$ cat src/rtl/direct_sound_fifo_if.sv
// Bus bundle between the Direct Sound FIFO and its surroundings: timer pulses, register
// writes, and the sample/status outputs toward the mixer and DMA engine.
interface direct_sound_fifo_if #(
  parameter int DEPTH_WORDS = 8
);
  localparam int LEVEL_W = $clog2(4 * DEPTH_WORDS) + 1;

  logic               timer0_ovf;
  logic               timer1_ovf;
  logic               timer_sel;
  logic               fifo_clr;
  logic               wr_en;
  logic [31:0]        wr_data;
  logic [7:0]         sample_out;
  logic               dma_req;
  logic [LEVEL_W-1:0] level;
  logic               full;
  logic               empty;
  logic               underflow;

  modport slave (
    input  timer0_ovf, timer1_ovf, timer_sel, fifo_clr, wr_en, wr_data,
    output sample_out, dma_req, level, full, empty, underflow
  );

  modport master (
    output timer0_ovf, timer1_ovf, timer_sel, fifo_clr, wr_en, wr_data,
    input  sample_out, dma_req, level, full, empty, underflow
  );
endinterface

$ cat src/rtl/direct_sound_fifo.sv
// Direct Sound channel FIFO: 32-bit word writes in, one PCM byte out per selected timer overflow.
// Build option DSOUND_HOLD_LAST_EN: hold the last sample on underflow instead of emitting silence.
module direct_sound_fifo #(
  parameter int DEPTH_WORDS = 8,
  parameter int DMA_THRESH  = 16
) (
  input  logic                  clock_16,
  input  logic                  reset,
  direct_sound_fifo_if.slave    bus
);

  localparam int CAP   = 4 * DEPTH_WORDS;
  localparam int RP_W  = $clog2(CAP);
  localparam int WP_W  = $clog2(DEPTH_WORDS);
  localparam int LVL_W = RP_W + 1;

  localparam logic [LVL_W-1:0] WR_LIMIT = LVL_W'(CAP - 4);
  localparam logic [LVL_W-1:0] THRESH   = LVL_W'(DMA_THRESH);

  logic [31:0]      mem [DEPTH_WORDS];
  logic [WP_W-1:0]  wr_ptr;
  logic [RP_W-1:0]  rd_ptr;
  logic [LVL_W-1:0] level_q;
  logic [7:0]       sample_q;
  logic             dma_q;
  logic             underflow_q;
  logic             full_q;
  logic             empty_q;

  logic             pop;
  logic             wr_ok;
  logic             pop_ok;
  logic             pop_under;
  logic             cross_down;
  logic [LVL_W-1:0] level_nxt;
  logic [31:0]      rd_word;
  logic [7:0]       rd_byte;

  // NOTE: every always_comb output gets a default first so no path leaves it unassigned
  // and a latch is never inferred.
  always_comb begin
    pop        = bus.timer_sel ? bus.timer1_ovf : bus.timer0_ovf;
    wr_ok      = bus.wr_en && (level_q <= WR_LIMIT);
    pop_ok     = pop && (level_q != '0);
    pop_under  = pop && (level_q == '0);

    level_nxt  = level_q;
    if (wr_ok)  level_nxt = level_nxt + LVL_W'(4);
    if (pop_ok) level_nxt = level_nxt - LVL_W'(1);

    cross_down = pop_ok && (level_q > THRESH) && (level_nxt <= THRESH);

    rd_word    = mem[rd_ptr[RP_W-1:2]];
    rd_byte    = rd_word[{rd_ptr[1:0], 3'b000} +: 8];
  end

  // NOTE: the sample storage has no reset; level and pointers alone decide which
  // entries are valid, so clearing the array would buy nothing.
  always_ff @(posedge clock_16) begin
    if (!reset && !bus.fifo_clr && wr_ok) begin
      mem[wr_ptr] <= bus.wr_data;
    end
  end

  // NOTE: state registers use non-blocking assignments so every flop samples pre-edge
  // values regardless of statement order.
  always_ff @(posedge clock_16) begin
    if (reset || bus.fifo_clr) begin
      wr_ptr      <= '0;
      rd_ptr      <= '0;
      level_q     <= '0;
      dma_q       <= 1'b0;
      underflow_q <= 1'b0;
      full_q      <= 1'b0;
      empty_q     <= 1'b1;
    end else begin
      if (wr_ok)  wr_ptr <= wr_ptr + WP_W'(1);
      if (pop_ok) rd_ptr <= rd_ptr + RP_W'(1);
      level_q     <= level_nxt;
      dma_q       <= cross_down;
      underflow_q <= pop_under;
      full_q      <= (level_nxt > WR_LIMIT);
      empty_q     <= (level_nxt == '0);
    end
  end

  // fifo_clr leaves the mixer's current sample alone; only reset forces silence.
  always_ff @(posedge clock_16) begin
    if (reset) begin
      sample_q <= 8'h00;
    end else if (!bus.fifo_clr) begin
      if (pop_ok) begin
        sample_q <= rd_byte;
      end else if (pop_under) begin
`ifdef DSOUND_HOLD_LAST_EN
        sample_q <= sample_q;
`else
        sample_q <= 8'h00;
`endif
      end
    end
  end

  assign bus.sample_out = sample_q;
  assign bus.dma_req    = dma_q;
  assign bus.level      = level_q;
  assign bus.full       = full_q;
  assign bus.empty      = empty_q;
  assign bus.underflow  = underflow_q;

endmodule

$ cat src/flat_wrapper.sv
// flat-port wrapper written by rule: the top's interface ports become plain ports
module direct_sound_fifo_flat 
#(
  parameter int DEPTH_WORDS = 8,
  parameter int DMA_THRESH  = 16
)
  (clock_16, reset, bus_timer0_ovf, bus_timer1_ovf, bus_timer_sel, bus_fifo_clr, bus_wr_en, bus_wr_data, bus_sample_out, bus_dma_req, bus_level, bus_full, bus_empty, bus_underflow);
  direct_sound_fifo_if #(.DEPTH_WORDS(DEPTH_WORDS)) bus_i ();
  input  logic clock_16;
  input  logic reset;
  input wire logic [$bits(bus_i.timer0_ovf)-1:0] bus_timer0_ovf;
  input wire logic [$bits(bus_i.timer1_ovf)-1:0] bus_timer1_ovf;
  input wire logic [$bits(bus_i.timer_sel)-1:0] bus_timer_sel;
  input wire logic [$bits(bus_i.fifo_clr)-1:0] bus_fifo_clr;
  input wire logic [$bits(bus_i.wr_en)-1:0] bus_wr_en;
  input wire logic [$bits(bus_i.wr_data)-1:0] bus_wr_data;
  output wire logic [$bits(bus_i.sample_out)-1:0] bus_sample_out;
  output wire logic [$bits(bus_i.dma_req)-1:0] bus_dma_req;
  output wire logic [$bits(bus_i.level)-1:0] bus_level;
  output wire logic [$bits(bus_i.full)-1:0] bus_full;
  output wire logic [$bits(bus_i.empty)-1:0] bus_empty;
  output wire logic [$bits(bus_i.underflow)-1:0] bus_underflow;
  assign bus_i.timer0_ovf = bus_timer0_ovf;
  assign bus_i.timer1_ovf = bus_timer1_ovf;
  assign bus_i.timer_sel = bus_timer_sel;
  assign bus_i.fifo_clr = bus_fifo_clr;
  assign bus_i.wr_en = bus_wr_en;
  assign bus_i.wr_data = bus_wr_data;
  assign bus_sample_out = bus_i.sample_out;
  assign bus_dma_req = bus_i.dma_req;
  assign bus_level = bus_i.level;
  assign bus_full = bus_i.full;
  assign bus_empty = bus_i.empty;
  assign bus_underflow = bus_i.underflow;
  direct_sound_fifo #(.DEPTH_WORDS(DEPTH_WORDS), .DMA_THRESH(DMA_THRESH)) u_core (.clock_16(clock_16), .reset(reset), .bus(bus_i));
endmodule
$ cat config.mk
export PLATFORM = sky130hd
export DESIGN_NAME = direct_sound_fifo_flat
export DESIGN_NICKNAME = d
export VERILOG_FILES = /design/src/rtl/direct_sound_fifo_if.sv /design/src/rtl/direct_sound_fifo.sv /design/src/flat_wrapper.sv
export SDC_FILE = /design/constraint.sdc
export NUM_CORES = 1
export LEC_CHECK = 0
export ABC_AREA = 1
export CAP_MARGIN = 10
export CORE_MARGIN = 1.5
export CORE_UTILIZATION = 40
export CTS_BUF_LIST = sky130_fd_sc_hd__clkbuf_16
export CTS_CLUSTER_DIAMETER = 50
export DETAILED_ROUTE_END_ITERATION = 6
export PLACE_DENSITY = 0.66
export SLEW_MARGIN = 5
export SYNTH_ARGS = -nofsm -noshare
export SYNTH_HDL_FRONTEND = slang
export SYNTH_SLANG_ARGS = --single-unit
$ cat constraint.sdc
create_clock -name clock_16 -period 4.45 [get_ports clock_16]
set_input_delay 0.89 -clock clock_16 [delete_from_list [all_inputs] [get_ports clock_16]]
set_output_delay 0.89 -clock clock_16 [all_outputs]
set_load 0.02 [all_outputs]
==> metrics, run 1 <==
detailed-route DRC error count=0; synthesized area=0.01168 mm2; CTS tree=done; max_cap viols=0; Routed Antenna Nets=0; HP Start=u_core.bus.sample_out[4]; Root Driver=clkbuf_16; synth top area cells=edfxtp_1, nand2_1, nand3_1; Async SR Flop Fraction=0; Total GRT Usage=0.1805; Hold Path Class=register to register; Crit path arrival time=3440 ps; Vias=7,859; DP HPWL=15,720 um; cts hold-fix bufs=0; CP required=4660 ps; Worst-path clk slew=60 ps; PostCTS Resize Cnt=0; crit-path max FO=18; Clock Path Buffers=3; Fmax achieved=309.3 MHz; Setup WS pre-CTS=722.1 ps; clk sinks=285; Antenna Cells=0; Area Overhead vs Synth=17.80%; Synth top area share=0.6580; kind of critical path=input port to register; worst slew pin tran=1107 ps; status=completed; die extent in y=173.9 um; syn_nets=1,116; layout net count=1,176; Post-synth EDFFs=256; largest net degree at the start of global routing=73; FF+latch count, synth=285; post-layout min period=3233 ps; final period utilization=0.7265; Setup TNS=0 ps; RSZ-0062 raised after global routing=false; Rows=62; gpl congestion=0.8141; post-synthesis sequential area ratio=0.7077; global route total overflow=0; count leader, synth=nand2_1; Starting Density=0.4070; PwrDens=418.8 mW/mm2; max_slew headroom=0.2612; chip width=173.9 um; fill count=2,570; post-layout util=0.4795; fin cells=1,537; synth unique cells=29; launch point of the critical path=reset; synth warn=0; I/O Buffers=56; clk_skew=14.68 ps; setup bufs post-CTS=0; top_reg_cell synth=edfxtp_1; vias in the first global route=7,732; DRT Wirelength=26,700 um; Skew-Pair Late Insertion Delay=510 ps; endpoints failing hold=0; Setup violations, final=0; First-pass DRT Iterations=5; DR iter-0 viols=580; fraction of layout cells with a size suffix above 1=0.08500; Max IR drop VDD=0.0003463 V; final worst slack=1217 ps; first-pass GRT wire length=42,530 um; Via density=5.113; Max Slew Vio Count=0; crit path launch type=input port; CP endpoint kind=register; top cells by count, synth=nand2_1, edfxtp_1, nand3_1, buf_2, dfxtp_1; total CTS buffers=34; area leader, netlist=edfxtp_1; Die ar.=0.03024 mm2; DP Cell Count=1,479; core box area=0.02870 mm2; leakage dissipation=5.067 nW; depth of the CTS H-tree=2; Ports=57; WL per Instance=17.37 um; Syn Area/Cell=10.91 um2; Design Power=5.764 mW; initial antenna violation count=0; Cells after Synth=1,071
state kept, by name, summed over array words and instances, names as in the netlist, named ones only:
register and cells:
u_core.mem 256, u_core.bus.sample_out 8, u_core.bus.level 6, u_core.rd_ptr 5, u_core.wr_ptr 3, u_core.bus.dma_req 1, u_core.bus.empty 1, u_core.bus.full 1
u_core.bus.underflow 1
layout by cell type (no fill, tap or decap), types with 2 or more instances in the layout:
| master | synthesis | layout |
|---|---|---|
| nand2_1 | 430 | 430 |
| edfxtp_1 | 256 | 256 |
| nand3_1 | 191 | 191 |
| clkdlybuf4s50_1 | 0 | 56 |
| clkbuf_16 | 0 | 34 |
| inv_1 | 22 | 27 |
| dfxtp_1 | 29 | 27 |
| buf_4 | 2 | 21 |
| nor2_1 | 21 | 19 |
| a21oi_1 | 16 | 16 |
| clkinv_1 | 4 | 7 |
| inv_6 | 0 | 7 |
| nor3_2 | 0 | 6 |
| nand4_1 | 6 | 6 |
| ha_1 | 6 | 6 |
| nand2_2 | 5 | 5 |
| o21ai_0 | 5 | 5 |
| nor3_1 | 10 | 4 |
| clkinv_2 | 0 | 4 |
| nor2_4 | 1 | 3 |
| nor2_2 | 2 | 2 |
| inv_2 | 3 | 2 |
| o21ai_2 | 2 | 2 |
| bufinv_16 | 0 | 2 |
where the power goes:
group          internal [mW]  switching (mW)  total [mW]
sequential              2.94          0.0126        2.95
combinational         0.0753           0.136       0.211
clock                   1.53            1.07        2.60
cell type report:
| class | instances | area [um2] | area share |
|---|---|---|---|
| multi-input cells | 703 | 3099 | 0.2252 |
| well taps | 384 | 480.5 | 0.03491 |
| clock buffers | 34 | 850.8 | 0.06182 |
| repair buffers | 78 | 738.2 | 0.05364 |
| inverters | 29 | 110.1 | 0.008001 |
| clock inverters | 24 | 210.2 | 0.01527 |
| flip-flops and latches | 285 | 8273 | 0.6011 |
routing by layer:
metal | track usage | wire [um]
met1 | 0.2465 | 11490
met2 | 0.2977 | 12780
met3 | 0.02647 | 1730
met4 | 0.05855 | 694
met5 | 0 | 0
cell families (layout without fill, tap and decap cells):
kind of cell | count (synthesis) | count (layout) | synth area share
simple gates | 670 | 670 | 0.2420
flops | 285 | 285 | 0.7077
fa+ha+maj | 6 | 6 | 0.006426
buf+inv | 83 | 165 | 0.03084
compound gates | 27 | 27 | 0.01296
metrics by stage:
| stage | hold WS (ps) | instance area (um2) |
|---|---|---|
| finish | 473.3 | 13760 |
| global route | 508.0 | 13760 |
| CTS | 477.6 | 13760 |
| detailed placement | 465.3 | 12700 |
| global placement | 458.6 | 12700 |
| floorplan | 441.5 | 11680 |
worst paths after layout:
path / to / slack, ps / depth (start not counted)
min: u_core.bus.sample_out[4] / 470 / 2
max: u_core.mem[7][7] / 1220 / 7
min reg2reg: u_core.bus.sample_out[4] / 470 / 2
max reg2reg: u_core.bus.sample_out[4] / 1550 / 11
worst max-delay path: stages:
cell             delay [ps]
clkdlybuf4s50_1         640
nor2_4                  330
clkinv_1                290
nor2_1                  210
nand2_1                 200
nor2_4                  570
buf_4                   290
(Power assumes the default switching activity.)
==> inputs of run 2 (changes only) <==
Settings changed: PLACE_DENSITY 0.66 to 0.64.
Clock period 4.45 ns to 3 ns, I/O delays scaled along.
==> run 2 against run 1 <==
  * Die area is the same
  * Hold slack got worse by 10 ps
  * Critical path depth grew 2
  * Non-clock buffer count increased by 7
  * Register-to-register slack got worse by 890 ps
  * Combinational power increased by 51%
  * Wire length increased by 2.8%
  * Clock-buffer cell count fell by 3
  * Final cell count hardly changed
  * Via count about the same
  * Design area grew 0.39%
  * Highest routed layer unchanged
==> metrics, run 2 (same netlist as run 1, synthesis figures left out) <==
crit-path max FO=15; Reg with most FFs=u_core.mem; clk_skew=9.489 ps; Rows=62; fraction of layout cells with a size suffix above 1=0.08232; leakage dissipation=5.061 nW; Placement Cell Area=0.01292 mm2; Crit-path slowest cell=dfxtp_1; PostCTS Resize Cnt=0; post-layout instance area=0.01382 mm2; post-layout min period=2338 ps; CP required=3230 ps; largest net degree at the start of global routing=69; worst hold slack=462.9 ps; initial antenna violation count=0; Root Driver=clkbuf_16; I/O Buffers=56; Crit path max-delay family=simple AND/OR/NAND/NOR gates; final period utilization=0.7792; First-pass DRT Iterations=7; Antenna Cells=0; core box area=0.02870 mm2; Skew-Pair Late Insertion Delay=550 ps; Hold Path Class=register to register; Starting Density=0.4070; Die ar.=0.03024 mm2; CTS tree=done; Clock Path Buffers=3; Fmax achieved=427.8 MHz; endpoints failing hold=0; chip width=173.9 um; kind of critical path=register to register; gpl congestion=0.8122; depth of the CTS H-tree=1; WL per Instance=17.84 um; worst slew pin tran=840.5 ps; detailed-route DRC error count=0; cts hold-fix bufs=0; crit-path cells=inv_1 > ha_1 > inv_1 > nand3_2 > nand2_4 > nor2_1 > nand2_1 > nor3_4 > buf_4; DR iter-0 viols=661; Crit path top cell by count=inv_1; Setup violations, final=0; max_slew headroom=0.4396; Buf/Inv on CP=3; commonest non-fill, non-tap cells in the layout=nand2_1, edfxtp_1, nand3_1, clkdlybuf4s50_1, clkbuf_16; number of flip-flops in the largest register=256; Worst-path clk slew=60 ps; RSZ-0062 raised after global routing=false; Crit path arrival time=2570 ps; die extent in y=173.9 um; layout net count=1,179; Via density=5.107; crit path launch type=register; vias in the first global route=7,587; Vias=7,854; CP endpoint kind=register; total CTS buffers=30; fill count=2,610; Max IR drop VDD=0.0004175 V; global route total overflow=0; Routed Antenna Nets=0; first-pass GRT wire length=42,870 um; max_cap viols=0; clk sinks=285; DP HPWL=16,470 um; Max stage delay on crit path=320 ps; DRT Wirelength=27,430 um; status=completed; PwrDens=584.2 mW/mm2; Total GRT Usage=0.1823; Area Overhead vs Synth=18.26%; Max Slew Vio Count=0; commonest non-fill, non-tap cell in the layout=nand2_1; setup bufs post-CTS=0; Ports=57
## run 2: cell count changes in the layout (fill, tap and decap cells not counted), sizes merged
cell,delta
clkinvlp,+3
inv,-6
clkinv,+1
bufinv,-1
buf,+7
clkbuf,-3
## run 2: power by group
group	internal [mW]	switching (mW)	total, mW
combinational	0.117	0.201	0.318
clock	1.93	1.45	3.38
sequential	4.35	0.0211	4.38
total	6.40	1.67	8.07
## run 2: metrics by stage
step / std cells / util / total power [mW] / TNS (ps) / worst slack (ps)
final: 1538 / 0.4813 / 8.071 / 0 / 662.3
after global routing: 1538 / 0.4813 / 8.341 / 0 / 544.9
after CTS: 1538 / 0.4813 / 8.131 / 0 / 673.9
after detailed placement: 1486 / 0.4500 / 4.778 / 0 / 124.0
after global placement: 1486 / 0.4500 / 4.773 / 0 / 144.9
after floorplan: 1071 / - / 4.598 / -52160 / -753.6
## run 2: cell type report
| type | instances | area [um2] | share of cell area |
|---|---|---|---|
| Clock inverter | 21 | 123.9 | 0.008966 |
| Timing Repair Buffer | 85 | 928.4 | 0.06720 |
| Tap cell | 384 | 480.5 | 0.03478 |
| Sequential cell | 285 | 8273 | 0.5988 |
| Multi-Input combinational cell | 703 | 3124 | 0.2261 |
| Clock buffer | 31 | 775.7 | 0.05615 |
| Inverter | 29 | 110.1 | 0.007970 |
## run 2: routing by layer
layer  vias up  wire (um)  part of all wire  track usage
met2       245      13500              0.49       0.3100
met5         -          0                 0            0
met1      3764      11780              0.43       0.2451
li1       3801          -                 -            -
met3        44       1482             0.054      0.02384
met4         0        677             0.025      0.05316
## run 2: worst paths after layout
check	startpoint	cells past startpoint	to	slack, ps
worst max register to register	u_core.bus.level[0]	9	u_core.mem[1][5]	660
worst max-delay path	u_core.bus.level[0]	9	u_core.mem[1][5]	660
worst min-delay path	u_core.rd_ptr[4]	2	register	460
worst min register to register	u_core.rd_ptr[4]	2	register	460
## run 2: worst min-delay path: cells and delay by family (launching register included)
kind / cells / cell delay (ps)
DFF: 1 / 290
buffers and inverters: 1 / 60
AOI/OAI and AO/OA: 1 / 60
